$ cat config.mk
export PLATFORM = sky130hd
export DESIGN_NAME = io_supply_seq_flat
export DESIGN_NICKNAME = d
export VERILOG_FILES = /design/src/rtl/io_supply_seq_if.sv /design/src/rtl/io_supply_seq.sv /design/src/flat_wrapper.sv
export SDC_FILE = /design/constraint.sdc
export NUM_CORES = 1
export LEC_CHECK = 0
export ABC_AREA = 0
export ABC_CLOCK_PERIOD_IN_PS = 3000
export BUFFER_PORTS_ARGS = -buffer_cell sky130_fd_sc_hd__buf_4
export CORE_UTILIZATION = 30
export DETAILED_ROUTE_END_ITERATION = 8
export GPL_ROUTABILITY_DRIVEN = 0
export SLEW_MARGIN = 20
export SYNTH_ARGS = -nofsm -noshare
export SYNTH_HDL_FRONTEND = slang
export SYNTH_SLANG_ARGS = --single-unit
$ cat constraint.sdc
create_clock -name clk -period 3 [get_ports clk]
set_input_delay 0.15 -clock clk [delete_from_list [all_inputs] [get_ports clk]]
set_output_delay 0.15 -clock clk [all_outputs]
set_load 0.02 [all_outputs]
$ cat src/rtl/io_supply_seq_if.sv
// Handshake and pad-ring signals of the IO supply sequencer.
// The slave modport is the sequencer's view; the master modport is the core/pad-ring side.
interface io_supply_seq_if;
  logic pwr_req;
  logic pwr_ack;
  logic vsup_en;
  logic pg_in;
  logic iso_n;
  logic busy;
  logic fault;
  logic fault_clr;

  modport slave (
    input  pwr_req,
    input  pg_in,
    input  fault_clr,
    output pwr_ack,
    output vsup_en,
    output iso_n,
    output busy,
    output fault
  );

  modport master (
    output pwr_req,
    output pg_in,
    output fault_clr,
    input  pwr_ack,
    input  vsup_en,
    input  iso_n,
    input  busy,
    input  fault
  );
endinterface

$ cat src/rtl/io_supply_seq.sv
// IO supply power-up/power-down sequencer with pad isolation control and sticky fault.
// Optional power-good timeout in WAIT_PG is enabled by defining IO_SUPPLY_SEQ_TIMEOUT_EN.
module io_supply_seq #(
  parameter int RAMP_CYCLES    = 100,
  parameter int ISO_DLY        = 4,
  parameter int TIMEOUT_CYCLES = 1023
) (
  input  logic           clk,
  input  logic           rst_n,
  io_supply_seq_if.slave bus
);

  localparam logic [2:0] ST_OFF     = 3'd0;
  localparam logic [2:0] ST_RAMP    = 3'd1;
  localparam logic [2:0] ST_WAIT_PG = 3'd2;
  localparam logic [2:0] ST_ISO_REL = 3'd3;
  localparam logic [2:0] ST_ON      = 3'd4;
  localparam logic [2:0] ST_ISO_SET = 3'd5;
  localparam logic [2:0] ST_DOWN    = 3'd6;
  localparam logic [2:0] ST_FAULT   = 3'd7;

  localparam logic [15:0] RAMP_LOAD    = 16'(RAMP_CYCLES - 1);
  localparam logic [15:0] ISO_LOAD     = 16'(ISO_DLY - 1);
  localparam logic [15:0] TIMEOUT_LOAD = 16'(TIMEOUT_CYCLES - 1);

  logic [2:0]  state_r, state_s;
  logic [15:0] cnt_r, cnt_s;
  logic        pg_meta_r, pg_s;
  logic        ack_r, vsup_r, iso_r, busy_r, fault_r;
  logic        ack_s, vsup_s, iso_s, busy_s, fault_s;

  // Two-flop synchroniser for the asynchronous power-good input
  always_ff @(posedge clk or negedge rst_n) begin
    if (!rst_n) begin
      pg_meta_r <= 1'b0;
      pg_s      <= 1'b0;
    end else begin
      pg_meta_r <= bus.pg_in;
      pg_s      <= pg_meta_r;
    end
  end

  // Next-state and shared wait-counter logic
  always_comb begin
    state_s = state_r;
    cnt_s   = cnt_r;
    case (state_r)
      ST_OFF: begin
        if (bus.pwr_req) begin
          state_s = ST_RAMP;
          cnt_s   = RAMP_LOAD;
        end else begin
          state_s = ST_OFF;
        end
      end
      ST_RAMP: begin
        if (!bus.pwr_req) begin
          state_s = ST_DOWN;
          cnt_s   = RAMP_LOAD;
        end else if (cnt_r == 16'd0) begin
          state_s = ST_WAIT_PG;
          cnt_s   = TIMEOUT_LOAD;
        end else begin
          cnt_s = cnt_r - 16'd1;
        end
      end
      ST_WAIT_PG: begin
        if (!bus.pwr_req) begin
          state_s = ST_DOWN;
          cnt_s   = RAMP_LOAD;
        end else if (pg_s) begin
          state_s = ST_ISO_REL;
          cnt_s   = ISO_LOAD;
`ifdef IO_SUPPLY_SEQ_TIMEOUT_EN
        end else if (cnt_r == 16'd0) begin
          state_s = ST_FAULT;
        end else begin
          cnt_s = cnt_r - 16'd1;
        end
`else
        end else begin
          cnt_s = cnt_r;
        end
`endif
      end
      ST_ISO_REL: begin
        if (!pg_s) begin
          state_s = ST_FAULT;
        end else if (cnt_r == 16'd0) begin
          state_s = ST_ON;
        end else begin
          cnt_s = cnt_r - 16'd1;
        end
      end
      ST_ON: begin
        // Loss of power-good wins over a simultaneous power-down request
        if (!pg_s) begin
          state_s = ST_FAULT;
        end else if (!bus.pwr_req) begin
          state_s = ST_ISO_SET;
          cnt_s   = ISO_LOAD;
        end else begin
          state_s = ST_ON;
        end
      end
      ST_ISO_SET: begin
        if (cnt_r == 16'd0) begin
          state_s = ST_DOWN;
          cnt_s   = RAMP_LOAD;
        end else begin
          cnt_s = cnt_r - 16'd1;
        end
      end
      ST_DOWN: begin
        if (cnt_r == 16'd0) begin
          state_s = ST_OFF;
        end else begin
          cnt_s = cnt_r - 16'd1;
        end
      end
      ST_FAULT: begin
        if (bus.fault_clr && !bus.pwr_req) begin
          state_s = ST_OFF;
          cnt_s   = 16'd0;
        end else begin
          state_s = ST_FAULT;
        end
      end
      default: begin
        state_s = ST_OFF;
        cnt_s   = 16'd0;
      end
    endcase
  end

  // Output decode from the next state so every output is a flop
  always_comb begin
    vsup_s  = 1'b0;
    iso_s   = 1'b0;
    ack_s   = 1'b0;
    busy_s  = 1'b0;
    fault_s = 1'b0;
    case (state_s)
      ST_OFF: begin
        busy_s = 1'b0;
      end
      ST_RAMP, ST_WAIT_PG: begin
        vsup_s = 1'b1;
        busy_s = 1'b1;
      end
      ST_ISO_REL: begin
        vsup_s = 1'b1;
        iso_s  = 1'b1;
        busy_s = 1'b1;
      end
      ST_ON: begin
        vsup_s = 1'b1;
        iso_s  = 1'b1;
        ack_s  = 1'b1;
      end
      ST_ISO_SET: begin
        vsup_s = 1'b1;
        ack_s  = 1'b1;
        busy_s = 1'b1;
      end
      ST_DOWN: begin
        // Ack is held only through a DOWN that follows an acknowledged ON
        ack_s  = ack_r;
        busy_s = 1'b1;
      end
      ST_FAULT: begin
        fault_s = 1'b1;
      end
      default: begin
        busy_s = 1'b0;
      end
    endcase
  end

  // State, counter and registered outputs
  always_ff @(posedge clk or negedge rst_n) begin
    if (!rst_n) begin
      state_r <= ST_OFF;
      cnt_r   <= 16'd0;
      ack_r   <= 1'b0;
      vsup_r  <= 1'b0;
      iso_r   <= 1'b0;
      busy_r  <= 1'b0;
      fault_r <= 1'b0;
    end else begin
      state_r <= state_s;
      cnt_r   <= cnt_s;
      ack_r   <= ack_s;
      vsup_r  <= vsup_s;
      iso_r   <= iso_s;
      busy_r  <= busy_s;
      fault_r <= fault_s;
    end
  end

  assign bus.pwr_ack = ack_r;
  assign bus.vsup_en = vsup_r;
  assign bus.iso_n   = iso_r;
  assign bus.busy    = busy_r;
  assign bus.fault   = fault_r;

endmodule
$ cat src/flat_wrapper.sv
// flat-port wrapper written by rule: the top's interface ports become plain ports
module io_supply_seq_flat 
#(
  parameter int RAMP_CYCLES    = 100,
  parameter int ISO_DLY        = 4,
  parameter int TIMEOUT_CYCLES = 1023
)
  (clk, rst_n, bus_pwr_req, bus_pg_in, bus_fault_clr, bus_pwr_ack, bus_vsup_en, bus_iso_n, bus_busy, bus_fault);
  io_supply_seq_if bus_i ();
  input  logic clk;
  input  logic rst_n;
  input wire logic [$bits(bus_i.pwr_req)-1:0] bus_pwr_req;
  input wire logic [$bits(bus_i.pg_in)-1:0] bus_pg_in;
  input wire logic [$bits(bus_i.fault_clr)-1:0] bus_fault_clr;
  output wire logic [$bits(bus_i.pwr_ack)-1:0] bus_pwr_ack;
  output wire logic [$bits(bus_i.vsup_en)-1:0] bus_vsup_en;
  output wire logic [$bits(bus_i.iso_n)-1:0] bus_iso_n;
  output wire logic [$bits(bus_i.busy)-1:0] bus_busy;
  output wire logic [$bits(bus_i.fault)-1:0] bus_fault;
  assign bus_i.pwr_req = bus_pwr_req;
  assign bus_i.pg_in = bus_pg_in;
  assign bus_i.fault_clr = bus_fault_clr;
  assign bus_pwr_ack = bus_i.pwr_ack;
  assign bus_vsup_en = bus_i.vsup_en;
  assign bus_iso_n = bus_i.iso_n;
  assign bus_busy = bus_i.busy;
  assign bus_fault = bus_i.fault;
  io_supply_seq #(.RAMP_CYCLES(RAMP_CYCLES), .ISO_DLY(ISO_DLY), .TIMEOUT_CYCLES(TIMEOUT_CYCLES)) u_core (.clk(clk), .rst_n(rst_n), .bus(bus_i));
endmodule
==> results.toml, run 1 <==
[status]
status = "completed"

[yosys]
synth_cell_types = 66
syn-cell-area_um2 = 1830
avgSynthCellArea_um2 = 8.87
yosys_warnings = 0
synth-seq-cells = 26
synth-edff-count = 0
yosysTopAreaCellShare_pct = 35.6
synth_ff_type = "dfrtp_1"
synthArstFlopShare_pct = 100
syn_nets = 212
netlist_top_cells_area = "dfrtp_1 36%, a21oi_1 4.9%, o21ai_0 4.9%"
synth_cells = 206
ys_seq_area_share_pct = 35.6
synth_area_leader_cell = "dfrtp_1"

[timing]
clock-skew-final_ns = 0.00688
setup_viol = 0
rsz0062_at_grt = "false"
setup_slack_ns = 0.574
maxSlewHeadroom_pct = 66.1
period_share_pct = 80.9
setup_tns_ns = 0
finalHoldViolCount = 0
final_max_slew_viol_count = 0
tightestPinTransition_ns = 0.508
timing.fmax_mhz = 412
min_period_ns = 2.43

[final_layout]
diodes = 0
drive_gt1_share_pct = 19.1
fin_cells = 284
multi_input_area_um2 = 1060
seq_area_um2 = 651
syn_to_final_growth_pct = 9.03
fillers = 626
layout.nets = 216

[routing]
wl_per_cell_um = 13.9
avgViaCountPerCell = 5.39
drc = 0
postRouteAntennaNets = 0
drt-pass1-iter-count = 4
vias = 1531
drt-total-wl_um = 3940
drt_iter0_drc = 140

[worst_setup_path]
rrSetupSlack_ns = 0.57
required_ns = 3.17
r2r_cells = 8
crit_type = "reg2reg"
setup.worst_path.start_class = "flip-flop"
reg2reg_to = "u_core.cnt_r[11]$_DFFE_PN0P_"
critPathMaxFanout = 22
cp.arrival_ns = 2.60
cp-end-kind = "flip-flop"
r2r_start = "u_core.cnt_r[0]$_DFFE_PN0P_"
startpoint = "u_core.cnt_r[0]$_DFFE_PN0P_"

[global_routing]
antenna_found_initial = 0
grt_max_degree = 27
grt_pass1_wl_um = 7040
grt_pass1_vias = 1436
grt_usage_pct = 14.1
overflow = 0

[placement]
pre_cts_ws_ns = 0.606
placedCellCount = 278
port_buffers = 9
post-dp-hpwl_um = 2940

[cts]
clk_path_buf_depth = 2
cts_root_buffer = "clkbuf_8"
post-cts-setup-buffers = 0
cts_made_buffers = 3
cts_tree = "yes"
clkTransAtPathRegs_ns = 0.09
postCtsResizedCells = 0
cts.sinks = 26
insertion_delay_ns = 0.27
holdBufCountCts = 2
cts_max_level = 1

[die]
die_h_um = 80.1
ios = 10
placementRows = 28
core-area_um2 = 5890
dieArea_um2 = 6410
initial_utilization_pct = 31.1
die_w_um = 80.1

[run]
drv_cap = 0

[min_path]
hold_path_class = "in2async"
## cells in the mapped netlist, types with 2 or more instances
cell type / n
o31ai_1: 2
and2_1: 2
a31o_2: 3
inv_1: 6
o21ai_0: 18
buf_2: 5
or2_2: 2
o22a_1: 3
nor2_2: 2
xor2_1: 2
nand3_1: 6
a32o_1: 2
clkbuf_1: 6
dfrtp_1: 26
nand2_1: 11
and3_1: 2
buf_6: 2
nor2b_1: 6
nor2_1: 20
a22o_1: 2
o21a_1: 3
a21oi_1: 18
nor3_1: 6
or3_1: 3
a21o_1: 2
and3b_1: 2
nand2b_1: 3
a31oi_1: 3
## metrics by stage
stage | instance area (um2) | hold slack, ns | util, %
final | 1990 | 0.310 | 33.9
after global routing | 1990 | 0.358 | 33.9
after CTS | 1990 | 0.324 | 33.9
after detailed placement | 1920 | 0.0785 | 32.6
after global placement | 1920 | 0.0852 | 32.6
after floorplan | 1830 | -0.146 | -
## sequential cells by signal (all words and copies together) (netlist names)
signal / flops
u_core.cnt_r: 16
u_core.state_r: 3
u_core.bus.busy: 1
u_core.bus.fault: 1
u_core.bus.iso_n: 1
u_core.bus.pwr_ack: 1
u_core.bus.vsup_en: 1
u_core.pg_meta_r: 1
u_core.pg_s: 1
## how the worst max path moves through the flow
stage | to | slack, ns | cells after the start
floorplan | u_core.cnt_r[11]$_DFFE_PN0P_ | 0.78 | 9
global placement | u_core.cnt_r[11]$_DFFE_PN0P_ | 0.66 | 8
detailed placement | u_core.cnt_r[11]$_DFFE_PN0P_ | 0.61 | 8
CTS | u_core.cnt_r[11]$_DFFE_PN0P_ | 0.59 | 8
global route | u_core.bus.fault$_DFF_PN0_ | 0.36 | 8
finish | u_core.cnt_r[11]$_DFFE_PN0P_ | 0.57 | 8
## cells by family after synthesis
kind of cell | synth area share (%)
flip-flops | 35.6
XOR/XNOR | 0.958
AO/OA/AOI/OAI | 29.4
buffers and inverters | 6.36
AND/OR/NAND/NOR | 26.4
adder cells (fa/ha/maj) | 1.23
## worst max-delay path: stages (launching register included)
cell,delay [ns]
dfrtp_1,0.45
inv_1,0.09
ha_1,0.27
nor2b_1,0.19
and4_4,0.21
and2_4,0.20
a21o_4,0.29
or3b_4,0.43
o41ai_2,0.20
## placed cells by master, fill, tap and decap left out, types with 4 or more instances in the layout
cell,n
o21ai_0,18
nor2_1,20
nand2_1,11
dfrtp_1,26
nand3_1,6
inv_1,6
nor2b_1,6
nor3_1,6
clkbuf_8,4
buf_4,12
a21oi_1,18
## metal layers
metal / vias up / GRT usage, % / part of all wire, %
li1: 769 / - / -
met1: 722 / 20.0 / 49
met2: 35 / 21.7 / 45
met3: 5 / 2.95 / 4.1
met4: 0 / 3.21 / 1.1
met5: - / 0 / 0
## layout make-up
class                           instances  area share (%)
Multi-Input combinational cell        159            53.2
Sequential cell                        26            32.6
Timing Repair Buffer                   14            5.52
Tap cell                               75            4.71
Clock buffer                            4            2.76
Inverter                                6            1.13
Power of run 1 is not shown: default switching activity piles up to over one toggle a cycle in this logic, so the estimate is an artifact.
==> inputs of run 2 (changes only) <==
--- a/config.mk
+++ b/config.mk
@@ -6,7 +6,7 @@
 export NUM_CORES = 1
 export LEC_CHECK = 0
 export ABC_AREA = 0
-export ABC_CLOCK_PERIOD_IN_PS = 3000
+export ABC_CLOCK_PERIOD_IN_PS = 2500
 export BUFFER_PORTS_ARGS = -buffer_cell sky130_fd_sc_hd__buf_4
 export CORE_UTILIZATION = 30
 export DETAILED_ROUTE_END_ITERATION = 8
==> constraint.sdc (replaced) <==
create_clock -name clk -period 2.5 [get_ports clk]
set_input_delay 0.125 -clock clk [delete_from_list [all_inputs] [get_ports clk]]
set_output_delay 0.125 -clock clk [all_outputs]
set_load 0.02 [all_outputs]
==> run 2 against run 1 <==
Effect of this change: final area rose by 0.75%; maximum frequency rose by 5.0%; cell count is 0.70% higher; count of clock-buffer cells in the layout unchanged; critical endpoint is now u_core.cnt_r[15]$_DFFE_PN0P_; largest cell class unchanged; highest routed layer unchanged.
==> results.toml, run 2 (same netlist as run 1, synthesis figures left out) <==
[status]
status = "completed"

[timing]
tightestPinTransition_ns = 0.674
setup_tns_ns = 0
finalHoldViolCount = 0
rsz0062_at_grt = "false"
min_period_ns = 2.31
final_max_slew_viol_count = 0
maxSlewHeadroom_pct = 55.1
clock-skew-final_ns = 0.0127
setup_viol = 0
period_share_pct = 92.5
timing.fmax_mhz = 433

[worst_setup_path]
cp.arrival_ns = 2.50
cp_cell_sequence = "inv_1 > ha_1 > nor2b_1 > and4_4 > and2_4 > a21o_4 > or3b_4 > o31ai_1"
critPathMaxFanout = 22
required_ns = 2.69
cp-end-kind = "flip-flop"
crit_type = "reg2reg"
setup.worst_path.start_class = "flip-flop"
max_stage_delay_ns = 0.43
crit_family = "simple AND/OR/NAND/NOR gates"
cp_num_buf_inv = 1
critPathSlowestCell = "or3b_4"

[cts]
cts_root_buffer = "clkbuf_8"
cts_max_level = 1
cts_tree = "yes"
cts_made_buffers = 3
postCtsResizedCells = 0
clkTransAtPathRegs_ns = 0.10
clk_path_buf_depth = 2
insertion_delay_ns = 0.28
cts.sinks = 26

[die]
placementRows = 28
dieArea_um2 = 6410
ios = 10
die_w_um = 80.1
die_h_um = 80.1
core-area_um2 = 5890
initial_utilization_pct = 31.1

[global_routing]
grt_pass1_vias = 1491
grt_max_degree = 27
grt_usage_pct = 14.0
grt_pass1_wl_um = 7010
overflow = 0
antenna_found_initial = 0

[routing]
topRoutingLayerUsed = "met4"
drt-pass1-iter-count = 4
vias = 1567
drt_iter0_drc = 93
route.met2.wl_um = 1830
m1WireLength_um = 1930
avgViaCountPerCell = 5.48
wl_met3_um = 220
wl_per_cell_um = 14.1
postRouteAntennaNets = 0
drt-total-wl_um = 4020
drc = 0

[final_layout]
syn_to_final_growth_pct = 9.86
top_regs = "u_core.cnt_r x16, u_core.state_r x3"
largest_reg_flops = 16
drive_gt1_share_pct = 19.9
largest-register = "u_core.cnt_r"
layout.nets = 218
final_common_cell = "dfrtp_1"
mostFrequentLayoutCells = "26 x dfrtp_1, 20 x nor2_1, 18 x a21oi_1, 18 x o21ai_0, 14 x buf_4"
diodes = 0

[placement]
port_buffers = 9
post-dp-hpwl_um = 2960

[run]
drv_cap = 0

[min_path]
hold_path_class = "in2async"
-- run 2: per-layer routing --
metal / vias up / track usage (%)
met5: - / 0
met2: 29 / 22.5
met4: 0 / 3.93
li1: 770 / -
met1: 764 / 18.7
met3: 4 / 3.30
-- run 2: stage by stage --
step | worst slack [ns] | utilization, % | instance area, um2 | hold WS [ns] | std cells
global placement | 0.267 | 32.8 | 1930 | 0.0585 | 280
detailed placement | 0.200 | 32.8 | 1930 | 0.0613 | 280
global route | 0.0311 | 34.1 | 2010 | 0.328 | 286
CTS | 0.184 | 34.1 | 2010 | 0.305 | 286
floorplan | 0.280 | - | 1830 | -0.171 | 206
finish | 0.188 | 34.1 | 2010 | 0.294 | 286
-- run 2: what timing repair did --
action                    CTS  global route
setup buffers               0             0
hold buffers                2             0
hold endpoints to repair   27             0
-- run 2: area by class of cell --
type	instances	area (um2)
Fill cell	621	3880
Multi-Input combinational cell	159	1060
Sequential cell	26	651
Timing Repair Buffer	16	125
Tap cell	75	93.8
Clock buffer	4	55.1
Inverter	6	22.5
-- run 2: worst reg2reg max path, cell delays in order (launching register included) --
cell,delay (ns)
dfrtp_1,0.41
inv_1,0.06
ha_1,0.24
nor2b_1,0.19
and4_4,0.21
and2_4,0.20
a21o_4,0.29
or3b_4,0.43
o31ai_1,0.20
-- run 2: path summary, 6_finish.rpt --
check                                       startpoint                            to  slack (ns)  cells after the start
hold / removal                                   rst_n   u_core.cnt_r[5]$_DFFE_PN0P_        0.29                      2
setup reg to reg           u_core.cnt_r[1]$_DFFE_PN0P_  u_core.cnt_r[15]$_DFFE_PN0P_        0.19                      8
max in group asynchronous                        rst_n   u_core.cnt_r[9]$_DFFE_PN0P_        1.93                      2
min in group clk            u_core.pg_meta_r$_DFF_PN0_         u_core.pg_s$_DFF_PN0_        0.36                      0
hold reg to reg             u_core.pg_meta_r$_DFF_PN0_         u_core.pg_s$_DFF_PN0_        0.36                      0
setup / recovery           u_core.cnt_r[1]$_DFFE_PN0P_  u_core.cnt_r[15]$_DFFE_PN0P_        0.19                      8
Power of run 2 is left out for the same reason.
==> inputs of run 3 (changes only) <==
--- a/config.mk
+++ b/config.mk
@@ -6,11 +6,12 @@
 export NUM_CORES = 1
 export LEC_CHECK = 0
 export ABC_AREA = 0
-export ABC_CLOCK_PERIOD_IN_PS = 2500
 export BUFFER_PORTS_ARGS = -buffer_cell sky130_fd_sc_hd__buf_4
 export CORE_UTILIZATION = 30
 export DETAILED_ROUTE_END_ITERATION = 8
 export GPL_ROUTABILITY_DRIVEN = 0
+export HOLD_SLACK_MARGIN = 0.1
+export SETUP_SLACK_MARGIN = 0.4
 export SLEW_MARGIN = 20
 export SYNTH_ARGS = -nofsm -noshare
 export SYNTH_HDL_FRONTEND = slang
==> run 3 against run 2 <==
Effect of this change: critical path depth down 2; non-clock buffer count up 22; critical path type unchanged; via count up 5.9%; count of clock-buffer cells in the layout down 1; final area up 14%; cell count up 7.7%; first-iteration DRC count down 7.5%; core utilization up 4.9 points.
==> results.toml, run 3 (same netlist as run 1, synthesis figures left out) <==
[die]
die_w_um = 80.1
dieArea_um2 = 6410
placementRows = 28
die_h_um = 80.1
core-area_um2 = 5890
ios = 10
initial_utilization_pct = 31.1

[cts]
cts_made_buffers = 3
cts_max_level = 1
cts_root_buffer = "clkbuf_8"
clkTransAtPathRegs_ns = 0.10
insertion_delay_ns = 0.28
cts_tree = "yes"
cts.sinks = 26
clk_path_buf_depth = 2

[global_routing]
grt_max_degree = 27
grt_pass1_vias = 1554
antenna_found_initial = 0
overflow = 0
grt_usage_pct = 14.8
grt_pass1_wl_um = 7320

[routing]
drt-pass1-iter-count = 5
wl_per_cell_um = 14.5
drt_iter0_drc = 86
postRouteAntennaNets = 0
drt-total-wl_um = 4450
avgViaCountPerCell = 5.39
vias = 1659
drc = 0

[placement]
post-dp-hpwl_um = 2990
placedCellCount = 282
port_buffers = 9
pre_cts_ws_ns = 0.215
placed_area_um2 = 1960

[timing]
setup_viol = 0
maxSlewHeadroom_pct = 72.1
period_share_pct = 82.5
setup_tns_ns = 0
tightestPinTransition_ns = 0.417
timing.fmax_mhz = 485
finalHoldViolCount = 0
setup_slack_ns = 0.438
final_max_slew_viol_count = 0
clock-skew-final_ns = 0.0127
rsz0062_at_grt = "true"
min_period_ns = 2.06

[min_path]
hold_path_class = "in2async"

[final_layout]
final_area_um2 = 2300
final_common_cell = "buf_4"
largest_reg_flops = 16
layout.nets = 240
diodes = 0
drive_gt1_share_pct = 35.6
fin_cells = 308
fillers = 583
mostFrequentLayoutCells = "35 x buf_4, 20 x dfrtp_1, 19 x nor2_1"
syn_to_final_growth_pct = 25.7
largest-register = "u_core.cnt_r"
top_regs = "u_core.cnt_r x16, u_core.state_r x3"

[run]
drv_cap = 0

[status]
status = "completed"

[worst_setup_path]
max_stage_delay_ns = 0.42
cp_cell_sequence = "and2b_2 > o21a_1 > a21o_1 > a21o_4 > or3b_4 > o41ai_2"
critPathMaxFanout = 7
cp.depth = 6
cp_num_buf_inv = 0
required_ns = 2.67
setup.worst_path.start_class = "flip-flop"
cp.arrival_ns = 2.23
crit_family = "compound AO/OA/AOI/OAI gates"
r2r_cells = 6
cp-end-kind = "flip-flop"
critPathSlowestCell = "dfrtp_1"
crit_type = "reg2reg"
[run 3: cell count changes in the layout (fill, tap and decap cells not counted), moves of 2 or more]
cell,previous run,this run
dfrtp_2,0,6
and3_1,2,0
buf_4,14,35
inv_1,6,4
nor2b_1,6,4
dfrtp_1,26,20
nor2b_4,0,2
inv_2,0,2
[run 3: per-layer routing]
metal,track usage (%),vias up,wire length (um)
li1,-,815,-
met1,19.0,792,2050
met2,23.8,44,2100
met3,2.95,8,217
met4,6.61,0,77
met5,0,-,0
[run 3: path summary, 6_finish.rpt]
check,startpoint,endpoint,slack (ns)
max,u_core.state_r[2]$_DFF_PN0_,u_core.cnt_r[11]$_DFFE_PN0P_,0.44
min in group clk,u_core.pg_meta_r$_DFF_PN0_,u_core.pg_s$_DFF_PN0_,0.36
min,rst_n,u_core.bus.pwr_ack$_DFFE_PN0P_,0.29
max in group asynchronous,rst_n,u_core.cnt_r[10]$_DFFE_PN0P_,1.92
max reg2reg,u_core.state_r[2]$_DFF_PN0_,u_core.cnt_r[11]$_DFFE_PN0P_,0.44
min reg2reg,u_core.pg_meta_r$_DFF_PN0_,u_core.pg_s$_DFF_PN0_,0.36
[run 3: repair_timing]
| action | 4_1_cts | 5_1_grt |
|---|---|---|
| setup endpoints to repair | 13 | 20 |
| gates resized for setup | 7 | 18 |
| pin swaps | 1 | 1 |
| hold endpoints to repair | 27 | 0 |
| hold buffers | 2 | 0 |
| setup buffers | 9 | 11 |
[run 3: worst reg2reg max path, delay by kind of cell, from the launching register on]
family	cells	cell delay, ns
DFF	1	0.42
and+or+nand+nor	2	0.68
AOI/OAI and AO/OA	4	0.84
[run 3: metrics by stage]
stage / utilization [%] / hold slack [ns]
after CTS: 36.6 / 0.300
after detailed placement: 33.4 / 0.0629
final: 39.0 / 0.285
after global routing: 39.0 / 0.320
after floorplan: - / -0.171
after global placement: 33.4 / 0.0599
[run 3: final cells by class]
class                           count  area, um2  share of cell area (%)
Multi-Input combinational cell    159       1160                    50.4
Clock inverter                      1       30.0                    1.31
Clock buffer                        3       41.3                    1.80
Sequential cell                    26        658                    28.6
Inverter                            6       22.5                   0.980
Timing Repair Buffer               38        294                    12.8
Tap cell                           75       93.8                    4.08
Power of run 3 is left out for the same reason.
